File: config.mk
export PLATFORM = sky130hd
export DESIGN_NAME = control_fsm
export DESIGN_NICKNAME = d
export VERILOG_FILES = /design/src/rtl/control_fsm.sv
export SDC_FILE = /design/constraint.sdc
export NUM_CORES = 1
export LEC_CHECK = 0
export BUFFER_PORTS_ARGS = -buffer_cell sky130_fd_sc_hd__buf_4
export CORE_UTILIZATION = 40
export DETAILED_ROUTE_END_ITERATION = 16
export HOLD_SLACK_MARGIN = 0.1
export PLACE_DENSITY = 0.78
export SETUP_SLACK_MARGIN = 0.4
export SLEW_MARGIN = 20
export SYNTH_ARGS = -nofsm -noshare
export SYNTH_HDL_FRONTEND = slang
export SYNTH_SLANG_ARGS = --single-unit
File: constraint.sdc
create_clock -name clk -period 2.02 [get_ports clk]
set_input_delay 0.404 -clock clk [delete_from_list [all_inputs] [get_ports clk]]
set_output_delay 0.404 -clock clk [all_outputs]
set_load 0.02 [all_outputs]
File: src/rtl/control_fsm.sv
// Fetch/decode/execute sequencer for the 16-bit Tron core: latches each instruction,
// drives register file / ALU / memory controls and issues one PC command per instruction.
//
// state  | meaning
// FETCH  | latch instruction from memory (PC-addressed)
// DECODE | register addresses, ALU op and immediate valid
// EXEC   | ALU op; STOR write; flag-only compare write
// MEM    | wait for LOAD data (memReady)
// WB     | register / flag write-back
// PCUPD  | evaluate condition, issue exactly one PC command
module control_fsm #(
  parameter int WIDTH = 16
) (
  input  logic             clk,
  input  logic             reset,
  input  logic             memReady,
  input  logic [WIDTH-1:0] instruction,
  input  logic [WIDTH-1:0] flagRegister,
  input  logic [WIDTH-1:0] regAData,
  output logic [WIDTH-1:0] instrReg,
  output logic [3:0]       regA,
  output logic [3:0]       regB,
  output logic [3:0]       aluOp,
  output logic             immSelect,
  output logic [WIDTH-1:0] immediate,
  output logic [3:0]       flagOp,
  output logic             regWrite,
  output logic             flagWrite,
  output logic             memWrite,
  output logic             memAddrSel,
  output logic             pcAdd,
  output logic             pcBranch,
  output logic             pcJump,
  output logic [2:0]       state
);

  localparam logic [2:0] FETCH  = 3'd0;
  localparam logic [2:0] DECODE = 3'd1;
  localparam logic [2:0] EXEC   = 3'd2;
  localparam logic [2:0] MEM    = 3'd3;
  localparam logic [2:0] WB     = 3'd4;
  localparam logic [2:0] PCUPD  = 3'd5;

  logic [2:0]       next_state;
  logic [WIDTH-1:0] jump_target;
  logic [3:0]       opcode;
  logic [3:0]       ext;
  logic [3:0]       cond;
  logic [WIDTH-1:0] sext_imm;
  logic [WIDTH-1:0] zext_imm;

  logic             wb_reg;
  logic             wb_flag;
  logic             exec_flag;
  logic             is_load;
  logic             is_stor;
  logic             is_jump;
  logic             is_branch;
  logic             imm_sel;
  logic [3:0]       alu_op;
  logic [WIDTH-1:0] imm_ext;
  logic             taken;
  logic             unused_flags;

  assign opcode   = instrReg[15:12];
  assign ext      = instrReg[7:4];
  assign cond     = instrReg[11:8];
  assign sext_imm = {{(WIDTH-8){instrReg[7]}}, instrReg[7:0]};
  assign zext_imm = {{(WIDTH-8){1'b0}}, instrReg[7:0]};

  assign unused_flags = ^flagRegister[WIDTH-1:5];

  always_comb begin
    wb_reg    = 1'b0;
    wb_flag   = 1'b0;
    exec_flag = 1'b0;
    is_load   = 1'b0;
    is_stor   = 1'b0;
    is_jump   = 1'b0;
    is_branch = 1'b0;
    imm_sel   = 1'b0;
    alu_op    = 4'd0;
    imm_ext   = '0;
    case (opcode)
      4'b0000: begin
        alu_op = ext;
        if (ext == 4'b1011) begin
          exec_flag = 1'b1;
        end else begin
          wb_reg  = 1'b1;
          wb_flag = 1'b1;
        end
      end
      4'b0101, 4'b1001: begin
        alu_op  = opcode;
        imm_sel = 1'b1;
        imm_ext = sext_imm;
        wb_reg  = 1'b1;
        wb_flag = 1'b1;
      end
      4'b1011: begin
        alu_op    = opcode;
        imm_sel   = 1'b1;
        imm_ext   = sext_imm;
        exec_flag = 1'b1;
      end
      4'b0001, 4'b0010, 4'b0011, 4'b1101: begin
        alu_op  = opcode;
        imm_sel = 1'b1;
        imm_ext = zext_imm;
        wb_reg  = 1'b1;
      end
      4'b0100: begin
        case (ext)
          4'b0000: is_load = 1'b1;
          4'b0100: is_stor = 1'b1;
          4'b1100: is_jump = 1'b1;
          default: ;
        endcase
      end
      4'b1100: begin
        is_branch = 1'b1;
        imm_ext   = sext_imm;
      end
      default: ;
    endcase
  end

  function automatic logic cond_true(input logic [3:0] c, input logic [4:0] f);
    logic fc, fl, ff, fz, fn;
    fc = f[0];
    fl = f[1];
    ff = f[2];
    fz = f[3];
    fn = f[4];
    case (c)
      4'b0000: cond_true = fz;
      4'b0001: cond_true = !fz;
      4'b0010: cond_true = fc;
      4'b0011: cond_true = !fc;
      4'b0100: cond_true = fl;
      4'b0101: cond_true = !fl;
      4'b0110: cond_true = fn;
      4'b0111: cond_true = !fn;
      4'b1000: cond_true = ff;
      4'b1001: cond_true = !ff;
      4'b1010: cond_true = !fl && !fz;
      4'b1011: cond_true = fl || fz;
      4'b1100: cond_true = !fn && !fz;
      4'b1101: cond_true = fn || fz;
      4'b1110: cond_true = 1'b1;
      default: cond_true = 1'b0;
    endcase
  endfunction

  assign taken = cond_true(cond, flagRegister[4:0]);

  always_comb begin
    next_state = FETCH;
    case (state)
      FETCH:  next_state = DECODE;
      DECODE: next_state = EXEC;
      EXEC: begin
        if (is_load)     next_state = MEM;
        else if (wb_reg) next_state = WB;
        else             next_state = PCUPD;
      end
      MEM:     next_state = memReady ? WB : MEM;
      WB:      next_state = PCUPD;
      PCUPD:   next_state = FETCH;
      default: next_state = FETCH;
    endcase
  end

  always_ff @(posedge clk) begin
    if (!reset) begin
      state       <= FETCH;
      instrReg    <= '0;
      jump_target <= '0;
    end else begin
      state <= next_state;
      if (state == FETCH)  instrReg    <= instruction;
      if (state == DECODE) jump_target <= regAData;
    end
  end

  // Jump target is read live in DECODE, then held so it cannot drift before PCUPD.
  assign immediate  = is_jump ? ((state == DECODE) ? regAData : jump_target) : imm_ext;
  assign regA       = is_jump ? instrReg[3:0] : instrReg[11:8];
  assign regB       = instrReg[3:0];
  assign aluOp      = alu_op;
  assign immSelect  = imm_sel;
  assign flagOp     = (is_jump || is_branch) ? cond : 4'd0;

  assign memAddrSel = (is_load && (state == EXEC || state == MEM)) || (is_stor && state == EXEC);
  assign memWrite   = is_stor && (state == EXEC);
  assign regWrite   = (state == WB) && (wb_reg || is_load);
  assign flagWrite  = ((state == WB) && wb_flag) || ((state == EXEC) && exec_flag);

  assign pcBranch   = (state == PCUPD) && is_branch && taken;
  assign pcJump     = (state == PCUPD) && is_jump && taken;
  assign pcAdd      = (state == PCUPD) && !(is_branch && taken) && !(is_jump && taken);

endmodule

# [Yosys cells after proc, flatten, opt, wreduce, memory -nomap -nowiden]
# Cells that the tools add are included.
# Widths: inputs -> output; s select.
[totals] ff_bits=35 inputBits=51 out_inout_bits=59 word_cells=96
[op_classes] n_eq_ne=31 mux=24 reduce_logical=38
[op_table] cell="$eq 4x4->1 const B" n=13
[op_table] cell="$mux 16" n=2
[op_table] cell="$pmux 16 s2" n=1
[op_table] cell="$eq 4x3->1 const B" n=7
[op_table] cell="$eq 4x2->1 const B" n=4
[op_table] cell="$logic_and 1x1->1" n=15
[op_table] cell="$pmux 1 s15" n=1
[op_table] cell="$pmux 3 s5" n=1
[op_table] cell="$logic_not 4->1" n=3
[op_table] cell="$mux 1" n=11
[op_table] cell="$eq 4x1->1 const B" n=2
[op_table] cell="$mux 4" n=2
[op_table] cell="$pmux 4 s2" n=1
[op_table] cell="$reduce_or 4->1" n=2
[op_table] cell="$logic_not 1->1" n=7
[op_table] cell="$logic_or 1x1->1" n=7
[op_table] cell="$reduce_or 7->1" n=1
[op_table] cell="$eq 3x2->1 const B" n=2
[op_table] cell="$eq 3x3->1 const B" n=2
[op_table] cell="$mux 3" n=2
[op_table] cell="$pmux 1 s2" n=3
[op_table] cell="$reduce_or 6->1" n=1
[op_table] cell="$eq 3x1->1 const B" n=1
[op_table] cell="$logic_not 3->1" n=1
[op_table] cell="$reduce_or 2->1" n=1

# [Logic depth before layout (Yosys ltp)]
[depth] depth_word=7 mapped_depth=6 ltp_nobuf=5

# [Least setup slack after synthesis]
# Ideal clock, no wire load.
[synth_path] path_type="register to output" start="reg instrReg[13]" end="out memAddrSel" t_arrival_ps=2021 required_time_ps=1616 setup_slack_ps=-405 path_stages_with_launch=4 n_path_buf=0 cell_sequence="dfxtp_1 nor4b_4 nand2_1 a2111oi_0"
[synth_between] elab_chain_cells=4 word_cells_on_any_way=6 cone_classes="1 x eq/ne; 2 x mux; 3 x reduce/logical"
[synth_lines] item="start, declared" line_no="20" source="output logic [WIDTH-1:0] instrReg,"
[synth_lines] item="start signal, assigned" line_no="182" source="if (state == FETCH) instrReg <= instruction;"
[synth_lines] item="$eq 4x3->1 (*)" line_no="84" source="case (opcode)"
[synth_lines] item="$mux 1" line_no="84"
[synth_lines] item="$logic_and 1x1->1" line_no="195" source="assign memAddrSel = (is_load && (state == EXEC || state == MEM)) || (is_stor && state == EXEC);"
[synth_lines] item="$logic_or 1x1->1 (*)" line_no="195"
[synth_lines] item="end, declared" line_no="30" source="output logic memAddrSel,"
# Every way passes the cells marked *; elsewhere a longest branch is shown, timed or not.

# [Worst setup path in the final report]
[layout_path] start="reg state[2]" end="out immediate[9]"
[layout_between] elab_chain_cells=3
[layout_lines] item="start, declared" line_no="34" source="output logic [2:0] state"
[layout_lines] item="start signal, assigned" line_no="181" source="state <= next_state;"
[layout_lines] item="$eq 3x1->1" line_no="188" source="assign immediate = is_jump ? ((state == DECODE) ? regAData : jump_target) : imm_ext;"
[layout_lines] item="$mux 16"
[layout_lines] item="$mux 16" line_no="188"
[layout_lines] item="end, declared" line_no="25" source="output logic [WIDTH-1:0] immediate,"
# No other way between the ends.

==> impl_metrics.toml <==
[run_status]
outcome = "finished, violations left"
violated_checks = "negative setup slack"

[synth]
synth_seq_area_share_pct = 32.5
share_of_synthesized_area_spent_on_multiplexers_pct = 9.30
synth.most_common_cell = "sky130_fd_sc_hd__nand2_1"
post_synth_arst_share_pct = 0
yosysTopAreaCell = "sky130_fd_sc_hd__dfxtp_1"
yosysWarningCount = 0
post_synth_fa_ha_maj_area_fraction_pct = 0
synth_fp_nets = 321
synthFlopType = "sky130_fd_sc_hd__dfxtp_1"
main_combinational_cell_family_by_area_after_synthesis = "simple AND/OR/NAND/NOR gates"
synth_xor_xnor_area_share_pct = 0.407
synth_area_leaders = "sky130_fd_sc_hd__dfxtp_1 33%, sky130_fd_sc_hd__nand2_1 11%, sky130_fd_sc_hd__mux2i_1 9.3%"
synth-simple-area-share_pct = 30.7
synth_top_area_share_pct = 32.5
number_of_enable_type_register_cells_in_the_synthesized_netlist = 0
synthDistinctLibCells = 51
synth.cell_area_um2 = 2150
syn-mean-instance-area_um2 = 7.98
synth.ff_latch_count = 35
yosys-top-cells-count = "63 x sky130_fd_sc_hd__nand2_1, 35 x sky130_fd_sc_hd__dfxtp_1, 20 x sky130_fd_sc_hd__mux2i_1, 20 x sky130_fd_sc_hd__nor2b_1, 18 x sky130_fd_sc_hd__o21ai_0"
synthesis.instances = 270
synth_compound_gate_area_share_pct = 19.9

[grt]
initial_antenna_violation_count = 0
grt.total_usage_pct = 25.5
grt_max_degree = 36
gr-max-usage-layer = "met2"
gr-total-overflow = 0
grt_first_pass_wirelength_um = 10900
globalRouteMet1Util_pct = 32.0
grtUsageMet2_pct = 44.1
first_global_vias = 2280
met3_track_demand_over_resource_in_global_routing_pct = 5.29

[clock_network]
clkTransAtPathRegs_ns = 0.08
worstSkewPairLatency_ns = 0.29
numClockSinks = 35
cts-root-to-sink-buffers = 2
postCtsHoldBufs = 0
cts_buffers = 5
ctsRootBufferMaster = "sky130_fd_sc_hd__clkbuf_8"
htree_num_levels = 2
clock_tree_from_tritoncts = "built"

[final_layout]
cell_area_after_layout_um2 = 4050
flow.area_growth_from_synthesis_pct = 87.9
layout-drive-gt1-share_pct = 61.9
final_net_count = 449
num_antenna_cells = 0
final_util_pct = 78.7

[setup_path]
cp_data_required_time_ns = 1.62
worstSetupPathType = "reg2out"
endpoint_kind = "primary output"
worst-endpoint-arrival_ns = 1.77
reg2regPathDepth = 8
crit_path_max_fanout = 7
critPathLaunchType = "register"

[floorplan]
dieHeight_um = 75.4
die_x_um = 75.4
floorplan.initialDensity_pct = 41.9
io_count = 110
std_cell_rows = 26
die_area_um2 = 5680
core_area_um2 = 5140

[placed_design]
place_ws_ns = 0.0111
detailedPlacementHpwl_um = 4600
place.port_buffers = 98
gpl.final_weighted_congestion = 0.859
placed_area_um2 = 3330

[power]
reg_power_share_pct = 33.2
power.static_leakage_nw = 1.69
netSwitchingPower_mw = 0.967
total_power_mw = 2.59
power.share.combinational_pct = 47.1
p_clk_share_pct = 19.6
peak_supply_drop_mv = 0.463
switching_share_of_power_pct = 37.3
internal_mw = 1.62
p_per_area_nw_per_um2 = 640

[hold_path]
worstHoldPathCells = 3
hold_wc_path_type = "in2reg"

[timing]
clock.fmax_ghz = 0.460
relSlewSlack_pct = 78.5
grt_setup_unrepaired = "true"
timing_hold_violations_final = 0
layout_setup_ws_ns = -0.153
final.min_clock_period_ns = 2.17
setup_tns_ns = -3.07
finClkSkew_ns = 0.00748
slew_at_the_pin_closest_to_its_max_slew_limit_ns = 0.322
final.period_utilization_pct = 108
setup_viol = 31
final_max_slew_viol_count = 0

[drt]
viasPerCell = 5.29
routed_wire_length_per_instance_um = 15.7
initialDrtViolationCount = 104
postRouteWirelength_um = 7350
drc_errors = 0
routed-via-count = 2482
drt-pass1-iter-count = 4
ant_nets = 0

[job]
cap_violations = 0
==> routing by layer <==
layer / up-vias / part of all wire (%)
met2: 85 / 52
met3: 19 / 4.6
li1: 1194 / -
met1: 1184 / 42
met5: - / 0
met4: 0 / 2.1
==> final timing paths <==
kind / startpoint / endpoint / slack [ns]
setup / recovery: state[2] / immediate[9] / -0.15
hold / removal: instruction[8] / instrReg[8] / 0.36
setup reg to reg: instrReg[15] / state[2] / 0.38
hold reg to reg: instrReg[13] / instrReg[13] / 0.54
==> worst max-delay path, cell delays in order, from the launching register on <==
cell                        delay [ns]
sky130_fd_sc_hd__dfxtp_4          0.36
sky130_fd_sc_hd__nor3b_4          0.26
sky130_fd_sc_hd__bufbuf_16        0.34
sky130_fd_sc_hd__mux2i_2          0.28
sky130_fd_sc_hd__o21ai_2          0.10
sky130_fd_sc_hd__buf_6            0.14
==> power by group through the flow <==
stage	logic (mW)	registers [mW]	clock network [mW]
floorplan	0.610	0.891	0
global placement	0.910	0.881	0
detailed placement	0.925	0.884	0
CTS	1.14	0.857	0.515
global route	1.30	0.870	0.551
finish	1.22	0.861	0.508
==> area by class of cell <==
type	count	area, µm²
multi-input combinational	206	1820
clock buffer	6	72.6
tap	70	87.6
timing repair buffer	146	1290
clock inverter	2	11.3
inverter	4	23.8
sequential	35	739
fill	343	1090
==> logic make-up (layout without fill, tap and decap cells) <==
logic type / Yosys count / count (layout)
compound gates: 62 / 62
flops: 35 / 35
xor+xnor: 1 / 1
simple gates: 123 / 123
mux: 20 / 20
buf+inv: 29 / 158
==> state kept, by name (all words and copies together) (netlist names) <==
name	flops
jump_target	16
state	3
instrReg	16
==> per-stage QoR <==
step	instances	hold WS, ns
2_1_floorplan	270	0.478
3_3_place_gp	430	0.508
3_5_place_dp	430	0.520
4_1_cts	462	0.356
5_1_grt	469	0.372
6_report	469	0.361
==> cells in the final DEF (no fill, tap or decap), drive strengths merged, types with 3 or more instances in the layout <==
master and instances:
mux2i 20, nor3 5, o21ai 18, nor2b 21
nand2 63, dfxtp 35, nor2 8, nand2b 3
a31oi 3, clkbuf 6, inv 4, a21oi 8
buf 145, a21boi 16, nand3 4, nor3b 3
==> repair_timing <==
action / CTS / global route
gates cloned: 1 / 0
endpoints found under the setup margin: 36 / 39
gates resized for setup: 62 / 25
hold endpoints to repair: 0 / 0
setup buffers: 23 / 7
pin swaps: 17 / 11
(Power assumes the default switching activity.)
